$ cat config.mk
export PLATFORM = sky130hd
export DESIGN_NAME = beep_gen_flat
export DESIGN_NICKNAME = d
export VERILOG_FILES = /design/src/rtl/beep_pkg.sv /design/src/rtl/beep_gen_if.sv /design/src/rtl/tone_div.sv /design/src/rtl/beep_gen.sv /design/src/flat_wrapper.sv
export SDC_FILE = /design/constraint.sdc
export NUM_CORES = 1
export LEC_CHECK = 0
export ABC_AREA = 1
export BUFFER_PORTS_ARGS = -buffer_cell sky130_fd_sc_hd__buf_2
export CORE_MARGIN = 4
export CORE_UTILIZATION = 28
export CTS_BUF_LIST = sky130_fd_sc_hd__clkbuf_4 sky130_fd_sc_hd__clkbuf_8
export DETAILED_ROUTE_END_ITERATION = 6
export PLACE_DENSITY = 0.51
export SLEW_MARGIN = 30
export SYNTH_ARGS = -nofsm -noshare
export SYNTH_HDL_FRONTEND = slang
export SYNTH_HIERARCHICAL = 1
export SYNTH_SLANG_ARGS = --single-unit
$ cat constraint.sdc
create_clock -name clk -period 2.65 [get_ports clk]
set_input_delay 0.1325 -clock clk [delete_from_list [all_inputs] [get_ports clk]]
set_output_delay 0.1325 -clock clk [all_outputs]
set_load 0.02 [all_outputs]
$ cat src/rtl/beep_pkg.sv
// rtl/beep_pkg.sv - shared types, note table and half-period helper for beep_gen
package beep_pkg;

  typedef enum logic {
    IDLE = 1'b0,
    PLAY = 1'b1
  } state_t;

  // C4 D4 E4 F4 G4 A4 B4 C5, indexed by the 3-bit tone select
  localparam int unsigned NOTE_HZ [8] = '{262, 294, 330, 349, 392, 440, 494, 523};

  function automatic int unsigned hp_of(input int unsigned clk_hz, input int unsigned idx);
    return clk_hz / (2 * NOTE_HZ[idx]);
  endfunction

endpackage

$ cat src/rtl/beep_gen_if.sv
// rtl/beep_gen_if.sv - trigger/tone request and piezo/status response bundle
interface beep_gen_if;
  logic       trig;
  logic [2:0] tone;
  logic       piezo;
  logic       busy;
  logic       done;

  modport master (output trig, output tone, input piezo, input busy, input done);
  modport slave  (input trig, input tone, output piezo, output busy, output done);
endinterface

$ cat src/rtl/tone_div.sv
// rtl/tone_div.sv - loadable half-period counter producing the square wave
module tone_div #(
  parameter int unsigned HP_W  = 11,
  parameter int unsigned CNT_W = 11
) (
  input  logic            clk,
  input  logic            rst,
  input  logic            en,
  input  logic            restart,
  input  logic [HP_W-1:0] hp,
  output logic            sq
);

  logic [CNT_W-1:0] cnt;
  logic [CNT_W-1:0] lim;

  // restart wins over en so a retrigger always re-phases the wave high
  always_ff @(posedge clk or negedge rst) begin
    if (!rst) begin
      cnt <= '0;
      lim <= '0;
      sq  <= 1'b0;
    end else if (restart) begin
      cnt <= '0;
      lim <= CNT_W'(hp - HP_W'(1));
      sq  <= 1'b1;
    end else if (!en) begin
      cnt <= '0;
      sq  <= 1'b0;
    end else if (cnt == lim) begin
      cnt <= '0;
      sq  <= ~sq;
    end else begin
      cnt <= cnt + CNT_W'(1);
    end
  end

endmodule

$ cat src/rtl/beep_gen.sv
// rtl/beep_gen.sv - trigger-started fixed-length piezo tone burst with busy/done status
module beep_gen
  import beep_pkg::*;
#(
  parameter int unsigned CLK_HZ = 1_000_000,
  parameter int unsigned DUR_MS = 100
) (
  input  logic       clk,
  input  logic       rst,
  beep_gen_if.slave  bus
);

  localparam int unsigned DUR_CYC = CLK_HZ / 1000 * DUR_MS;
  localparam int unsigned DUR_W   = $clog2(DUR_CYC);
  localparam int unsigned HP_MAX  = hp_of(CLK_HZ, 0);
  localparam int unsigned CNT_W   = (HP_MAX > 1) ? $clog2(HP_MAX) : 1;
  localparam int unsigned HP_W    = $clog2(HP_MAX + 1);
  localparam int unsigned HP_TAB [8] = '{
    hp_of(CLK_HZ, 0), hp_of(CLK_HZ, 1), hp_of(CLK_HZ, 2), hp_of(CLK_HZ, 3),
    hp_of(CLK_HZ, 4), hp_of(CLK_HZ, 5), hp_of(CLK_HZ, 6), hp_of(CLK_HZ, 7)
  };

  state_t           state_q, state_d;
  logic [DUR_W-1:0] dur_q, dur_d;
  logic [2:0]       tone_q, tone_d;
  logic             busy_q, busy_d;
  logic             done_q, done_d;
  logic             restart;
  logic [HP_W-1:0]  hp_sel;
  logic             sq;

  always_ff @(posedge clk or negedge rst) begin
    if (!rst) begin
      state_q <= IDLE;
      dur_q   <= '0;
      tone_q  <= '0;
      busy_q  <= 1'b0;
      done_q  <= 1'b0;
    end else begin
      state_q <= state_d;
      dur_q   <= dur_d;
      tone_q  <= tone_d;
      busy_q  <= busy_d;
      done_q  <= done_d;
    end
  end

  // a trigger in either state restarts the burst, which is what suppresses done on the final cycle
  always_comb begin
    state_d = state_q;
    dur_d   = dur_q;
    tone_d  = tone_q;
    done_d  = 1'b0;
    restart = 1'b0;
    case (state_q)
      IDLE: begin
        if (bus.trig) begin
          state_d = PLAY;
          dur_d   = '0;
          tone_d  = bus.tone;
          restart = 1'b1;
        end
      end
      PLAY: begin
        if (bus.trig) begin
          dur_d   = '0;
          tone_d  = bus.tone;
          restart = 1'b1;
        end else if (dur_q == DUR_W'(DUR_CYC - 1)) begin
          state_d = IDLE;
          dur_d   = '0;
          done_d  = 1'b1;
        end else begin
          dur_d = dur_q + DUR_W'(1);
        end
      end
      default: state_d = IDLE;
    endcase
    busy_d = (state_d == PLAY);
    hp_sel = HP_W'(HP_TAB[tone_d]);
  end

  tone_div #(
    .HP_W  (HP_W),
    .CNT_W (CNT_W)
  ) u_tone_div (
    .clk     (clk),
    .rst     (rst),
    .en      (busy_d),
    .restart (restart),
    .hp      (hp_sel),
    .sq      (sq)
  );

  assign bus.piezo = sq;
  assign bus.busy  = busy_q;
  assign bus.done  = done_q;

endmodule

$ cat src/flat_wrapper.sv
// flat-port wrapper written by rule: the top's interface ports become plain ports
module beep_gen_flat import beep_pkg::*;
#(
  parameter int unsigned CLK_HZ = 1_000_000,
  parameter int unsigned DUR_MS = 100
)
  (clk, rst, bus_trig, bus_tone, bus_piezo, bus_busy, bus_done);
  beep_gen_if bus_i ();
  input  logic clk;
  input  logic rst;
  input wire logic [$bits(bus_i.trig)-1:0] bus_trig;
  input wire logic [$bits(bus_i.tone)-1:0] bus_tone;
  output wire logic [$bits(bus_i.piezo)-1:0] bus_piezo;
  output wire logic [$bits(bus_i.busy)-1:0] bus_busy;
  output wire logic [$bits(bus_i.done)-1:0] bus_done;
  assign bus_i.trig = bus_trig;
  assign bus_i.tone = bus_tone;
  assign bus_piezo = bus_i.piezo;
  assign bus_busy = bus_i.busy;
  assign bus_done = bus_i.done;
  beep_gen #(.CLK_HZ(CLK_HZ), .DUR_MS(DUR_MS)) u_core (.clk(clk), .rst(rst), .bus(bus_i));
endmodule
## Yosys cells after proc, flatten, opt, wreduce, memory -nomap -nowiden

Memory sizes are Yosys's and may differ from the RTL's.
Index checks and enable logic that the tools add are counted.

- Bits in registers: 45
- Bits in read-only memories: 256
- Input bits: 6
- Output and inout bits: 3
- Logic and storage cells: 39
- Memories: 1

Memory list:

| name | depth | bits a word | read ports | clocked after Yosys merged registers in | write ports | RTL line | text |
|---|---|---|---|---|---|---|---|
| (no name shown) | 8 | 32 | 1 | 0 | 0 | beep_gen.sv:80 | `hp_sel = HP_W'(HP_TAB[tone_d]);` |

- Add/sub/neg operators: 3
- Magnitude comparators: 1
- Eq/ne operators: 4
- Muxes and demuxes: 20
- Bitwise operators: 3

Operators with widths:

| operator | count |
|---|---|
| 11-bit 2-to-1 mux | 5 |
| 17-bit 2-to-1 mux | 3 |
| 17-bit case mux with 2 select lines | 1 |
| 17-bit by 1-bit adder with 17-bit output (second input constant) | 1 |
| 17-bit equality test (second input constant) | 1 |
| 11-bit by 1-bit adder with 11-bit output (second input constant) | 1 |
| 11-bit equality test | 1 |
| 11-bit by 1-bit subtractor with 11-bit output (second input constant) | 1 |
| 1-bit 2-to-1 mux | 9 |
| 4-bit >= comparator (second input constant) | 1 |
| 3-bit inverter with 4-bit output | 1 |
| 3-bit 2-to-1 mux | 1 |
| 3-bit != test (second input constant) | 1 |
| 2-bit != test (second input constant) | 1 |
| 1-bit inverter | 2 |
| 1-bit case mux with 2 select lines | 1 |

## Depth between registers and ports, before layout

- Depth after elaboration: 6
- Mapped depth: 15
- Depth with buffers taken out: 15

## By module

The synthesis kept the hierarchy.

By module, submodules not included:

| module | instances | cells each | area an instance (µm²) | seq. area each (µm²) |
|---|---|---|---|---|
| beep_gen | 1 | 208 | 1,460.2 | 550.5 |
| tone_div | 1 | 178 | 1,357.6 | 575.6 |

## Least setup slack after synthesis

OpenSTA, ideal clock, no wires.

- Kind: register to register
- From: reg u_core.tone_q[0]
- To: reg u_core.u_tone_div.lim[8]
- Setup time: 0.116 ns
- Data arrival time: 1.761 ns
- Data required time: 2.534 ns
- Slack: 0.772 ns
- Cell stages (with the launch flop): 12
- Path buffers: 0
- Cell sequence: dfrtp_1 o21ai_0 ha_1 nand2_1 nand2_1 inv_1 ha_1 nand2_1 nor3_2 xor2_1 nand2_1 nand2_1

- Word-level cells in the longest chain between the ends: 6

Ends and longest elaborated chain:

| what | RTL line | text |
|---|---|---|
| from (decl) | beep_gen.sv:25 | `logic [2:0] tone_q, tone_d;` |
| from (signal assigned) | beep_gen.sv:42 | `tone_q <= tone_d;` |
| 3-bit 2-to-1 mux | beep_gen.sv:57, beep_gen.sv:65 |  |
| 3-bit inverter with 4-bit output (implied by the code) | beep_gen.sv:80 |  |
| memory 8 x 32 bit | -- |  |
| 11-bit 2-to-1 mux (implied by the code) (2 in series) | beep_gen.sv:80 |  |
| net u_core.hp_sel[0] | beep_gen.sv:29 | `logic [HP_W-1:0] hp_sel;` |
| 11-bit by 1-bit subtractor with 11-bit output | tone_div.sv:25 | `lim <= CNT_W'(hp - HP_W'(1));` |
| to (signal assigned) | tone_div.sv:25 |  |
| to (decl) | tone_div.sv:15 | `logic [CNT_W-1:0] lim;` |

The timed path passes the listed nets, and every way through them passes these cells. The select of a mux whose other input is x is not followed.
A chain may end at the register's enable or synchronous reset.

## Final worst setup path

Ends and elaborated chain as after synthesis.

==> impl_metrics.csv <==
group,metric,value,unit
run_status,outcome,"finished, final reports clean",
synthesis,avgSynthCellArea,7.300,um^2
clock_network,clock_path_buffers,2,
timing,setup_ws,519.2,ps
drt,vias,2297,
place,portBuffers,8,
power_and_ir_drop,finalPower,0.001429,W
clock_network,tritoncts,"built",
floorplanning,die_area,11730,um^2
synthesis,ys_seq_elements,45,
power_and_ir_drop,p_sw_frac,0.2879,
finish,utilization,0.3181,
grt,grt_pass1_wl,10460,um
drt,drc_errors,0,
synthesis,synthCells,386,
synthesis,syn_area,2818,um^2
drt,wl_per_cell,10.79,um
clock_network,clkTransAtPathRegs,80,ps
run,drv_cap,0,
grt,grt_max_degree,46,
timing,fmax,0.4693,GHz
power_and_ir_drop,p_switching,0.0004115,W
drt,antenna_left,0,
place,gp_congestion,0.8314,
critical_path,worstPathArrival,2320,ps
critical_path,crit_type,"flop to flop",
floorplanning,rows,36,
finish,fin_nets,413,
drt,finalWirelength,5727,um
place,dp_slack,347.2,ps
drt,drt_iter0_markers,122,
timing,rsz0062_at_grt,"false",
finish,area_growth,10.35,%
synthesis,yosysSeqAreaShare,0.3996,
power_and_ir_drop,leakage,1.451,nW
clock_network,htreeDepth,2,
timing,setup_viol,0,
synthesis,synth_nets,401,
drt,viasPerCell,4.326,
power_and_ir_drop,p_clk_frac,0.312,
critical_path,crit_path_max_fanout,5,
timing,finalHoldViolations,0,
power_and_ir_drop,pwr-share-comb,0.156,
critical_path,worst_setup_path_start_kind,"flop",
drt,dr.pass1.iters,4,
power_and_ir_drop,p_seq_frac,0.532,
power_and_ir_drop,p_per_area,459.7,nW/um^2
floorplanning,die_w,108.3,um
synthesis,yosysUniqueCellTypes,30,
critical_path,worst_setup_path_end_kind,"flop",
grt,grt-ovfl-total,0,
clock_network,cts_root_buffer,"clkbuf_8",
critical_path,cp.required,2840,ps
hold_path,hp-class,"input port to flop",
clock_network,insertion_delay,290,ps
timing,worst_pin_slew,583.0,ps
floorplanning,io_pins,9,
grt,grt_pass1_vias,2223,
clock_network,cts_made_buffers,5,
floorplanning,die_y,108.3,um
place,dp.final_hpwl,4196,um
clock_network,clock_sinks,45,
clock_network,postCtsResizedCells,0,
power_and_ir_drop,irDropWorstVdd,0.0002355,V
floorplanning,core-area,9774,um^2
timing,tns,0,ps
grt,grt_antenna_before_repair,0,
timing,fin_crit,2131,ps
power_and_ir_drop,p_int,0.001018,W
synthesis,yosys_warnings,6,
timing,slew_headroom,0.6114,
grt,gr-usage-all-layers,0.1099,
floorplanning,start_util,0.2883,
finish,drive_gt1_frac,0.1181,
timing,clock_skew,5.401,ps
finish,antenna_cells,0,
timing,final_max_slew_viol_count,0,
timing,finalCritPeriodShare,0.8041,
==> cells in the mapped netlist (all sizes together) <==
master / n / area share
o21ai: 24 / 0.043
xor2: 9 / 0.028
or2: 3 / 0.0067
nand3: 22 / 0.045
nor3: 2 / 0.0053
inv: 45 / 0.060
xnor2: 7 / 0.022
nand4: 6 / 0.013
a21oi: 1 / 0.0018
a22oi: 2 / 0.0053
dfrtp: 45 / 0.40
ha: 9 / 0.040
nor2: 58 / 0.10
mux2i: 1 / 0.0036
a31oi: 2 / 0.0044
o21bai: 4 / 0.011
o22ai: 1 / 0.0022
nand3b: 1 / 0.0027
buf: 5 / 0.0089
nand2: 138 / 0.19
o21a: 1 / 0.0027
==> sequential cells by signal (all words and copies together) (netlist names) <==
| register | flops |
|---|---|
| u_core/bus.busy | 1 |
| u_core/bus.done | 1 |
| u_core/dur_q | 17 |
| u_core/tone_q | 3 |
| u_core/u_tone_div/cnt | 11 |
| u_core/u_tone_div/lim | 11 |
| u_core/u_tone_div/sq | 1 |
==> per-stage QoR <==
stage | hold slack, ps | instances | area, um^2
floorplan | -163.1 | 386 | 2818
global placement | 383.6 | 523 | 3007
detailed placement | 177.1 | 523 | 3009
CTS | 197.6 | 531 | 3109
global route | 225.1 | 531 | 3109
finish | 206.6 | 531 | 3109
==> power groups by stage <==
| stage | Clock (W) | Sequential [W] | Combinational [W] |
|---|---|---|---|
| floorplan | 0 | 0.000770 | 0.000168 |
| global placement | 0 | 0.000776 | 0.000221 |
| detailed placement | 0 | 0.000775 | 0.000225 |
| CTS | 0.000474 | 0.000762 | 0.000228 |
| global route | 0.000490 | 0.000768 | 0.000263 |
| finish | 0.000446 | 0.000761 | 0.000223 |
==> routing by layer <==
| layer | GRT usage | up-vias | wire length (um) |
|---|---|---|---|
| li1 | - | 1228 | - |
| met1 | 0.1610 | 1038 | 3017 |
| met2 | 0.1621 | 25 | 2433 |
| met3 | 0.02209 | 6 | 190 |
| met4 | 0.03517 | 0 | 86 |
| met5 | 0 | - | 0 |
==> critical path: stages (launching register included) <==
cell and delay, ps:
dfrtp_1 370, o21ai_0 450, ha_1 240, nand2_1 50
nand2_1 130, inv_1 80, ha_1 230, nand2_1 170
nor3_2 60, xor2_1 140, nand2_1 70, nand2_1 50
==> final cells by class <==
class,instances,area (um^2)
clock inverter,1,7.507
inverter,45,168.9
multi-input combinational,291,1498
tap,133,166.4
fill,1053,6665
clock buffer,6,82.58
sequential,45,1126
timing repair buffer,10,60.06
==> path summary, 6_finish.rpt <==
path | from | to | slack [ps] | depth (start not counted)
max | u_core/tone_q[0]$_DFF_PN0_ | u_core/u_tone_div/lim[8]$_DFFE_PN0P_ | 520 | 11
min | bus_trig | u_core/u_tone_div/lim[8]$_DFFE_PN0P_ | 210 | 3
max reg2reg | u_core/tone_q[0]$_DFF_PN0_ | u_core/u_tone_div/lim[8]$_DFFE_PN0P_ | 520 | 11
min reg2reg | u_core/dur_q[1]$_DFFE_PN0P_ | u_core/dur_q[1]$_DFFE_PN0P_ | 520 | 2
max in group asynchronous | rst | u_core/u_tone_div/sq$_DFFE_PN0P_ | 1860 | 2
min in group asynchronous | rst | u_core/dur_q[12]$_DFFE_PN0P_ | 380 | 2
==> timing repair <==
action	CTS	global route
setup buffers	0	0
hold buffers	1	0
endpoints found under the hold margin	45	0
==> cell families (layout without fill, tap and decap cells) <==
| kind of cell | after synthesis | in the layout | synth area share |
|---|---|---|---|
| buffers and inverters | 50 | 62 | 0.06883 |
| DFF | 45 | 45 | 0.3996 |
| and+or+nand+nor | 230 | 230 | 0.3686 |
| muxes | 1 | 1 | 0.003553 |
| adders and majority gates | 9 | 9 | 0.03997 |
| xor gates and xnor gates | 16 | 16 | 0.04974 |
| AOI/OAI and AO/OA | 35 | 35 | 0.06972 |
==> placed cells by master (no fill, tap or decap), types with 6 or more instances in the layout <==
cell type  netlist  final
nand2_1        131    131
dfrtp_1         45     45
inv_1           42     42
nor2_1          40     40
nand3_1         20     20
o21ai_0         16     16
nor2_2          14     14
xor2_1           9      9
ha_1             9      9
o21ai_1          8      8
buf_2            5      7
xnor2_1          7      7
clkbuf_8         0      6
nand2_2          6      6
nand4_1          6      6
(Power assumes the default switching activity.)
